--- config.mk ---
export PLATFORM = sky130hd
export DESIGN_NAME = serial_subtractor
export DESIGN_NICKNAME = d
export VERILOG_FILES = /design/src/rtl/serial_subtractor_pkg.sv /design/src/rtl/serial_subtractor_full_subtractor.sv /design/src/rtl/serial_subtractor.sv
export SDC_FILE = /design/constraint.sdc
export NUM_CORES = 1
export LEC_CHECK = 0
export CAP_MARGIN = 0
export CORE_MARGIN = 1
export CORE_UTILIZATION = 30
export CTS_CLUSTER_SIZE = 24
export DETAILED_ROUTE_END_ITERATION = 8
export DONT_BUFFER_PORTS = 1
export PLACE_DENSITY = 0.42
export RECOVER_POWER = 50
export SYNTH_ARGS = -nofsm -noshare
export SYNTH_HDL_FRONTEND = slang
export SYNTH_SLANG_ARGS = --single-unit
export TNS_END_PERCENT = 5
--- constraint.sdc ---
create_clock -name clk -period 1.3 [get_ports clk]
set_input_delay 0.325 -clock clk [delete_from_list [all_inputs] [get_ports clk]]
set_output_delay 0.325 -clock clk [all_outputs]
set_load 0.005 [all_outputs]
--- src/rtl/serial_subtractor_pkg.sv ---
// Shared types and constants for the bit-serial subtractor.
package serial_subtractor_pkg;

  typedef enum logic [1:0] {
    IDLE = 2'd0,
    RUN  = 2'd1,
    DONE = 2'd2
  } state_t;

  localparam int DEF_W = 8;

endpackage

--- src/rtl/serial_subtractor_full_subtractor.sv ---
// One-bit full subtractor: d = x - y - bin, bout = borrow out.
module full_subtractor (
  input  logic x,
  input  logic y,
  input  logic bin,
  output logic d,
  output logic bout
);

  assign d    = x ^ y ^ bin;
  assign bout = (~x & y) | (~(x ^ y) & bin);

endmodule

--- src/rtl/serial_subtractor.sv ---
// Bit-serial N-bit unsigned subtractor, LSB first, start/busy/done handshake.
// Optional two's-complement overflow output enabled by SERIAL_SUB_OVF_EN.
module serial_subtractor
  import serial_subtractor_pkg::*;
#(
  parameter int N = DEF_W
) (
  input  logic         clk,
  input  logic         rst_n,
  input  logic         start,
  input  logic [N-1:0] a,
  input  logic [N-1:0] b,
  output logic         busy,
  output logic         done,
  output logic [N-1:0] diff,
  output logic         borrow_out
`ifdef SERIAL_SUB_OVF_EN
  ,
  output logic         ovf
`endif
);

  localparam int CNT_W = $clog2(N) + 1;

  state_t             state, state_nxt;
  logic [N-1:0]       sa, sb, res, res_nxt;
  logic               bff;
  logic [CNT_W-1:0]   cnt;
  logic               d, bo, last, accept;

  full_subtractor u_fs (
    .x    (sa[0]),
    .y    (sb[0]),
    .bin  (bff),
    .d    (d),
    .bout (bo)
  );

  assign last   = (cnt == CNT_W'(N - 1));
  assign accept = start && (state == IDLE || state == DONE);

  // Result fills from the MSB so that after N shifts bit 0 holds the first LSB.
  always_comb begin
    res_nxt        = res >> 1;
    res_nxt[N-1]   = d;
  end

  always_ff @(posedge clk) begin
    if (!rst_n) state <= IDLE;
    else        state <= state_nxt;
  end

  always_comb begin
    state_nxt = state;
    case (state)
      IDLE:    if (start) state_nxt = RUN;
      RUN:     if (last)  state_nxt = DONE;
      DONE:    state_nxt = start ? RUN : IDLE;
      default: state_nxt = IDLE;
    endcase
  end

  always_comb begin
    busy = (state == RUN);
    done = (state == DONE);
  end

  always_ff @(posedge clk) begin
    if (!rst_n) begin
      sa         <= '0;
      sb         <= '0;
      res        <= '0;
      bff        <= 1'b0;
      cnt        <= '0;
      diff       <= '0;
      borrow_out <= 1'b0;
`ifdef SERIAL_SUB_OVF_EN
      ovf        <= 1'b0;
`endif
    end else if (accept) begin
      sa  <= a;
      sb  <= b;
      res <= '0;
      bff <= 1'b0;
      cnt <= '0;
    end else if (state == RUN) begin
      res <= res_nxt;
      sa  <= sa >> 1;
      sb  <= sb >> 1;
      bff <= bo;
      cnt <= cnt + 1'b1;
      // Outputs update only on the edge that enters DONE and then hold.
      if (last) begin
        diff       <= res_nxt;
        borrow_out <= bo;
`ifdef SERIAL_SUB_OVF_EN
        ovf        <= bff ^ bo;
`endif
      end
    end
  end

endmodule

==> results by group, run 1 <==
Setup path
  – Crit path depth: 3
  – Launch point of the worst path: state[1]
  – FF-to-FF setup slack: 0.08 ns
  – Top delay family on crit path: flip-flops
  – Critical Path RT: slightly below 1 ns
  – Nature of the critical path endpoint: primary output
  – CP Cell Sequence: nand2b_4 -> clkinv_4 -> buf_12
  – Crit start category: flip-flop
  – Critical path's slowest cell: dfxtp_2
  – CP Buf/Inv Count: 2
  – Slowest stage delay, CP: 0.35 ns
  – Crit Path Category: flip-flop to primary output
  – R2r worst-path depth: 5
  – CP max FO: 7
  – Reg-to-reg startpoint: cnt[0]
  – Critical path arrival: 0.99 ns

Synthesis
  – Yosys warning count: 0
  – Area share of the largest cell type after synthesis: 49.8%
  – Average size of a mapped cell: 8.72 sq um
  – Count leader, synth: nand2_1
  – Gate Count Post-Synth: 180
  – Leading post-synthesis cells by cell area: dfxtp_1 50%, nand2_1 11%, mux2i_1 5.7%
  – Flops & latches, synth: 39
  – Mapped cell area: 1570 sq um
  – Leading area contributor after synthesis: dfxtp_1
  – Share of the yosys chip area belonging to registers: 49.8%
  – Most common library cells after synthesis: 44 x nand2_1, 39 x dfxtp_1, 11 x a21oi_1, 11 x nor2_1
  – Syn Nets: 201
  – Post-synth EDFFs: 0
  – Synth cell types: 30
  – Dominant synthesized flop cell: dfxtp_1
  – Ys async rst share: 0%

Detailed routing
  – DRT iter0 DRCs: 55
  – Pre-Repair DR Iteration Count: 6
  – Routed WL: 3570 um
  – Vias post-DR: approximately 1200
  – Avg WL per Cell: 14.0 um
  – Remaining routing DRC violations: 0
  – Antenna Nets Post-Route: 0
  – Via-per-instance ratio: around 4.8

Hold path
  – Hold wc startpoint: rst_n
  – Hold path depth: 2
  – HP Class: primary input to flip-flop

Clocking
  – Clock slew at reported path FFs: 0.08 ns
  – CTS Buffer Depth: 2
  – H-tree levels: 2
  – Inserted Clock Buffers: 5
  – Hold-fix buffers at CTS: 0
  – # clock sinks: 39
  – CTS tree: done
  – Root buffer cell: clkbuf_8
  – Clock Latency Late Sink: 0.29 ns

Cells and area
  – Area grow syn2layout: 20.6%
  – Fill cells: 520
  – Final nets: 208
  – Area of the multi-input gates: ~720 sq um
  – Share of layout cells above drive strength 1: between 15 and 20%
  – Diode count: 0
  – Register area: 786 sq um

Global route
  – GR Layer Usage met1: 19.9%
  – First-pass GRT wire length: 6020 um
  – Antenna violations before repair: 0
  – Most Crowded Layer GR: met2
  – GRT met2 Usage: 22.1%
  – Vias in the first global route: between 1000 and 1500
  – Global route overflow: 0
  – Tot GR Track Use: between 10% and 20%
  – GR Util met3: around 4.5%
  – Largest net degree at the start of global routing: 38

Timing
  – Setup skew after layout: 0.00960 ns
  – Max-slew violation count: 0
  – Fin crit period: 1.31 ns
  – Post-route setup slack: -0.0149 ns
  – Final setup viols: 1
  – Final Hold Fails: 0
  – Hold WS: 0.143 ns
  – Final period utilization: 101%
  – RSZ-0062 raised after global routing: true
  – Slew at the pin closest to its max-slew limit: 0.215 ns
  – Fmax: 0.761 GHz
  – Relative slew slack: 85.6%

Die
  – Initial core utilization: 32.2%
  – Chip width: 74.3 um
  – I/O Pins: 30
  – Die Height: 74.3 um
  – Site Rows: 25
  – Total die area: ~5500 sq um
  – Total core area: 4880 sq um

Power and ir drop
  – Clock group share of total power: 36.6%
  – Leak Pwr: 0.645 nW
  – Psw: 0.000606 W
  – Switching Share: 24.3%
  – PD cells: 1320 nW/um^2
  – Maximum vdd drop: 0.000736 V
  – Flop pwr share: 51.5%
  – Comb pwr share: 11.9%
  – Internal power: 0.00188 W

Job
  – Max cap viols: 0

Place
  – Routability Congestion: 0.702
  – Post-DP HPWL: 2190 um
  – # port buffers: 0
  – Pre-CTS WS: between 0.01 and 0.015 ns

Outcome
  – Failing checks: setup timing
  – Status: complete, but fails checks
==> stage by stage <==
stage	utilization [%]	cell area, sq um	power [W]	std cells	TNS (ns)
2_1_floorplan	-	1570	0.00149	180	0
3_3_place_gp	34.6	1690	0.00154	244	0
3_5_place_dp	34.6	1690	0.00155	244	0
4_1_cts	38.4	1880	0.00251	255	-0.0161
5_1_grt	38.8	1890	0.00261	255	-0.0676
6_report	38.8	1890	0.00249	255	-0.0149
==> sequential cells by signal (all words and copies together) (netlist names) <==
| name | count |
|---|---|
| sb | 8 |
| bff | 1 |
| diff | 8 |
| borrow_out | 1 |
| res | 7 |
| sa | 8 |
| cnt | 4 |
| state | 2 |
==> layout make-up <==
| cell class | instances | area share [%] |
|---|---|---|
| clock buffers | 7 | 5.09 |
| clock inverters | 1 | 0.397 |
| flip-flops and latches | 39 | 41.5 |
| repair buffers | 13 | 9.72 |
| multi-input cells | 125 | 38.0 |
| inverters | 3 | 0.860 |
| well taps | 67 | 4.43 |
==> routing by layer <==
layer / share of wire, % / wire, um
met3: 4.8 / 171
met2: 43 / 1550
met1: 51 / 1810
met4: 1.1 / 39
met5: 0 / 0
==> power by group through the flow <==
stage / clock network, W / logic (W) / registers (W)
finish: 0.000911 / 0.000296 / 0.00128
CTS: 0.000937 / 0.000295 / 0.00128
global placement: 0 / 0.000238 / 0.00131
global route: 0.000993 / 0.000329 / 0.00129
floorplan: 0 / 0.000188 / 0.00130
detailed placement: 0 / 0.000241 / 0.00131
==> logic make-up after synthesis <==
kind of cell,share of synthesized area [%]
compound gates,14.3
simple gates,22.1
mux,5.74
fa+ha+maj,2.07
flops,49.8
buf+inv,4.94
xor+xnor,1.12
==> layout by cell type (no fill, tap or decap), drive strengths merged, types with 2 or more instances in the layout <==
| cell | instances |
|---|---|
| a21boi | 3 |
| a21oi | 11 |
| a22oi | 2 |
| a31oi | 4 |
| buf | 11 |
| bufbuf | 2 |
| clkbuf | 7 |
| dfxtp | 39 |
| inv | 2 |
| mux2i | 9 |
| nand2 | 44 |
| nand2b | 3 |
| nand3 | 4 |
| nand3b | 2 |
| nor2 | 12 |
| nor2b | 2 |
| nor3 | 8 |
| o21ai | 4 |
| o221ai | 9 |
==> worst paths after layout <==
kind	end
setup / recovery	busy
setup reg to reg	diff[0]
hold reg to reg	res[1]
hold / removal	sb[7]
==> repair_timing <==
item                       CTS  global route
hold endpoints to repair     0             0
resized for setup            5             6
buffers inserted             1             0
cloned                       2             0
setup endpoints to repair    1            15
==> worst reg2reg max path, stage by stage (launching register included) <==
cell      delay [ns]
dfxtp_2         0.36
ha_1            0.18
nand3b_1        0.15
nor2_4          0.15
buf_6           0.15
mux2i_1         0.18
(Power assumes the default switching activity.)
==> run 2, diff against run 1 <==
--- a/config.mk
+++ b/config.mk
@@ -5,10 +5,11 @@
 export SDC_FILE = /design/constraint.sdc
 export NUM_CORES = 1
 export LEC_CHECK = 0
+export ABC_AREA = 1
 export CAP_MARGIN = 0
 export CORE_MARGIN = 1
 export CORE_UTILIZATION = 30
-export CTS_CLUSTER_SIZE = 24
+export CTS_CLUSTER_SIZE = 10
 export DETAILED_ROUTE_END_ITERATION = 8
 export DONT_BUFFER_PORTS = 1
 export PLACE_DENSITY = 0.42
==> run 2 against run 1 <==
Effect of this change: the run now ends clean; die area is 15% higher; routed wire length increased by 6.6%; non-clock buffer count fell by 3; synthesized cell count increased by 41%; fmax is 4.7% higher; area after synthesis up 16%; critical path depth unchanged; hold slack gained 0.0065 ns; design area is 6.4% higher; via count increased by 14%; clock skew fell by 0.0055 ns.
==> results by group, run 2 <==
Job
  – Max cap viols: 0 (unchanged)

Setup path
  – Crit Path Category: flip-flop to primary output
  – Critical Path RT: 0.98 ns (about the same)
  – Critical path's slowest cell: dfxtp_2
  – Slowest stage delay, CP: 0.34 ns (about the same)
  – Top delay family on crit path: flip-flops
  – CP Buf/Inv Count: 2 (unchanged)
  – Nature of the critical path endpoint: primary output
  – Critical path arrival: 0.93 ns (-0.06 ns)
  – Crit start category: flip-flop
  – CP max FO: 8 (+1)
  – CP Cell Sequence: buf_12 -> nand2_8 -> inv_8

Global route
  – Largest net degree at the start of global routing: 17 (-55%)
  – Global route overflow: 0 (unchanged)
  – First-pass GRT wire length: 6380 um (+6.0%)
  – Antenna violations before repair: 0 (unchanged)
  – Tot GR Track Use: 13.2% (-1.6 points)
  – Vias in the first global route: 1310 (+8.2%)
  – GRT met2 Usage: 19.7% (-2.4 points)
  – GR Util met3: 3.43% (-1.0 points)
  – GR Layer Usage met1: 17.8% (-2.1 points)
  – Most Crowded Layer GR: met2

Cells and area
  – Final Cell Area: 2010 sq um (+6.4%)
  – Post-Route Utilization: 35.5% (-3.3 points)
  – Fill cells: 636 (+22%)
  – Diode count: 0 (unchanged)
  – Final nets: 283 (+36%)
  – Area grow syn2layout: 10.7%
  – Commonest non-fill, non-tap cell in the layout: nand2_1
  – Most frequent cells in the layout: 62 x nand2_1, 41 x inv_1, 36 x dfxtp_1, 32 x nor2_1, 17 x nand3_1
  – Regs by FF count: diff (8), sa (8), sb (8)
  – Share of layout cells above drive strength 1: 14.8% (-0.60 points)

Timing
  – Max-slew violation count: 0 (unchanged)
  – Final setup viols: 0 (-1)
  – Setup skew after layout: 0.00414 ns (-0.00547 ns)
  – Slew at the pin closest to its max-slew limit: 0.268 ns (+0.0530 ns)
  – Final period utilization: 96.6% (-4.5 points)
  – Fmax: 0.796 GHz (+4.7%)
  – Relative slew slack: 82.1% (-3.5 points)
  – Fin crit period: 1.26 ns (-0.0586 ns)
  – RSZ-0062 raised after global routing: true
  – Final Hold Fails: 0 (unchanged)

Die
  – I/O Pins: 30 (unchanged)
  – Initial core utilization: 32.0% (-0.12 points)
  – Total die area: 6380 sq um (+15%)
  – Site Rows: 27 (+8.0%)
  – Chip width: 79.8 um (+7.4%)
  – Die Height: 79.8 um (+7.4%)
  – Total core area: 5680 sq um (+16%)

Clocking
  – CTS Buffer Depth: 2 (unchanged)
  – Clock slew at reported path FFs: 0.08 ns (about the same)
  – Clock Latency Late Sink: 0.29 ns (about the same)
  – CTS tree: done
  – Root buffer cell: clkbuf_8
  – # clock sinks: 39 (unchanged)
  – Inserted Clock Buffers: 5 (unchanged)
  – H-tree levels: 2 (unchanged)

Outcome
  – Status: completed

Place
  – Post-DP HPWL: 2750 um (+26%)
  – # port buffers: 0 (unchanged)
  – Routability Congestion: 0.730 (+4.1%)
  – Placed instance area: 1890 sq um (+12%)

Synthesis
  – Flops & latches, synth: 39 (unchanged)
  – Gate Count Post-Synth: 254 (+41%)
  – Count leader, synth: nand2_1
  – Average size of a mapped cell: 7.16 sq um (-18%)
  – Dominant synthesized flop cell: dfxtp_1
  – Most common library cells after synthesis: 62 x nand2_1, 41 x inv_1, 39 x dfxtp_1
  – Post-synth EDFFs: 0 (unchanged)
  – Synth cell types: 23 (-23%)
  – Ys async rst share: 0% (unchanged)
  – Mapped cell area: 1820 sq um (+16%)
  – Share of the yosys chip area belonging to registers: 42.9% (-6.8 points)
  – Yosys warning count: 0 (unchanged)
  – Area share of the largest cell type after synthesis: 42.9% (-6.8 points)
  – Syn Nets: 275 (+37%)
  – Leading area contributor after synthesis: dfxtp_1
  – Leading post-synthesis cells by cell area: dfxtp_1 43%, nand2_1 13%, inv_1 8.5%

Detailed routing
  – Remaining routing DRC violations: 0 (unchanged)
  – Avg WL per Cell: 11.4 um (-19%)
  – Vias post-DR: 1398 (+14%)
  – DRT iter0 DRCs: 30 (-45%)
  – Antenna Nets Post-Route: 0 (unchanged)
  – Via-per-instance ratio: 4.17 (-13%)
  – Pre-Repair DR Iteration Count: 4 (-2)
  – Routed WL: 3810 um (+6.6%)

Power and ir drop
  – Maximum vdd drop: 0.000470 V (-36%)
  – Tot Pwr: 0.00243 W (-2.4%)
  – PD cells: 1210 nW/um^2 (-8.3%)
  – Leak Pwr: 0.890 nW (+38%)

Hold path
  – HP Class: primary input to flip-flop
-- run 2: changes by cell type after synthesis, sizes merged, moves of 4 or more --
cell,delta
o221ai,-9
nand2,+24
a31oi,-4
mux2i,-9
nor3,-8
nor2,+25
inv,+44
nand3,+14
o21ai,+13
a21oi,+6
-- run 2: metal layers --
| layer | vias to the layer above | wire, um |
|---|---|---|
| li1 | 781 | - |
| met5 | - | 0 |
| met3 | 6 | 135 |
| met4 | 0 | 67 |
| met1 | 592 | 1990 |
| met2 | 19 | 1620 |
-- run 2: per-stage QoR --
step	std cells	hold slack (ns)	worst slack (ns)	setup TNS, ns
finish	335	0.150	0.0437	0
global route	335	0.147	-0.00817	-0.00817
CTS	334	0.135	0.00534	0
detailed placement	326	0.451	0.0432	0
global placement	326	0.453	0.0325	0
floorplan	254	0.439	0.165	0
-- run 2: final timing paths --
kind | to | slack, ns | cells after the start | start
worst min-delay path | diff[0] | 0.15 | 2 | rst_n
worst min register to register | sa[7] | 0.47 | 2 | sa[7]
worst max-delay path | busy | 0.04 | 3 | state[0]
worst max register to register | sb[1] | 0.10 | 8 | state[0]
-- run 2: cell type report --
type	instances	area, sq um	area share, %
multi-input combinational	160	791	39.3
sequential	39	785	39.0
clock buffer	7	76.3	3.79
tap	72	90.1	4.47
inverter	46	183	9.07
clock inverter	1	5.00	0.249
timing repair buffer	10	83.8	4.16
-- run 2: timing repair --
action,CTS,global route
setup endpoints to repair,1,19
hold buffers,0,0
cloned,0,0
pin swaps,0,1
resized for setup,1,10
buffers inserted,0,1
-- run 2: kinds of logic (layout without fill, tap and decap cells) --
group | Yosys count | in the layout | synth area share, %
xor gates and xnor gates | 1 | 1 | 0.482
and+or+nand+nor | 123 | 123 | 30.0
buffers and inverters | 55 | 64 | 15.0
AOI/OAI and AO/OA | 34 | 34 | 9.77
DFF | 39 | 39 | 42.9
adders and majority gates | 2 | 2 | 1.79
-- run 2: power by group --
part	leakage (nW)	total (W)	internal [W]	switching, W
Clock	0.0422	0.000795	0.000377	0.000418
Combinational	0.528	0.000341	0.000132	0.000209
Sequential	0.320	0.00129	0.00126	0.0000332
-- run 2: worst reg2reg max path, delay by kind of cell (launching register included) --
family	cells	cell delay [ns]
buffers and inverters	4	0.45
and+or+nand+nor	3	0.16
DFF	1	0.33
AOI/OAI and AO/OA	1	0.15
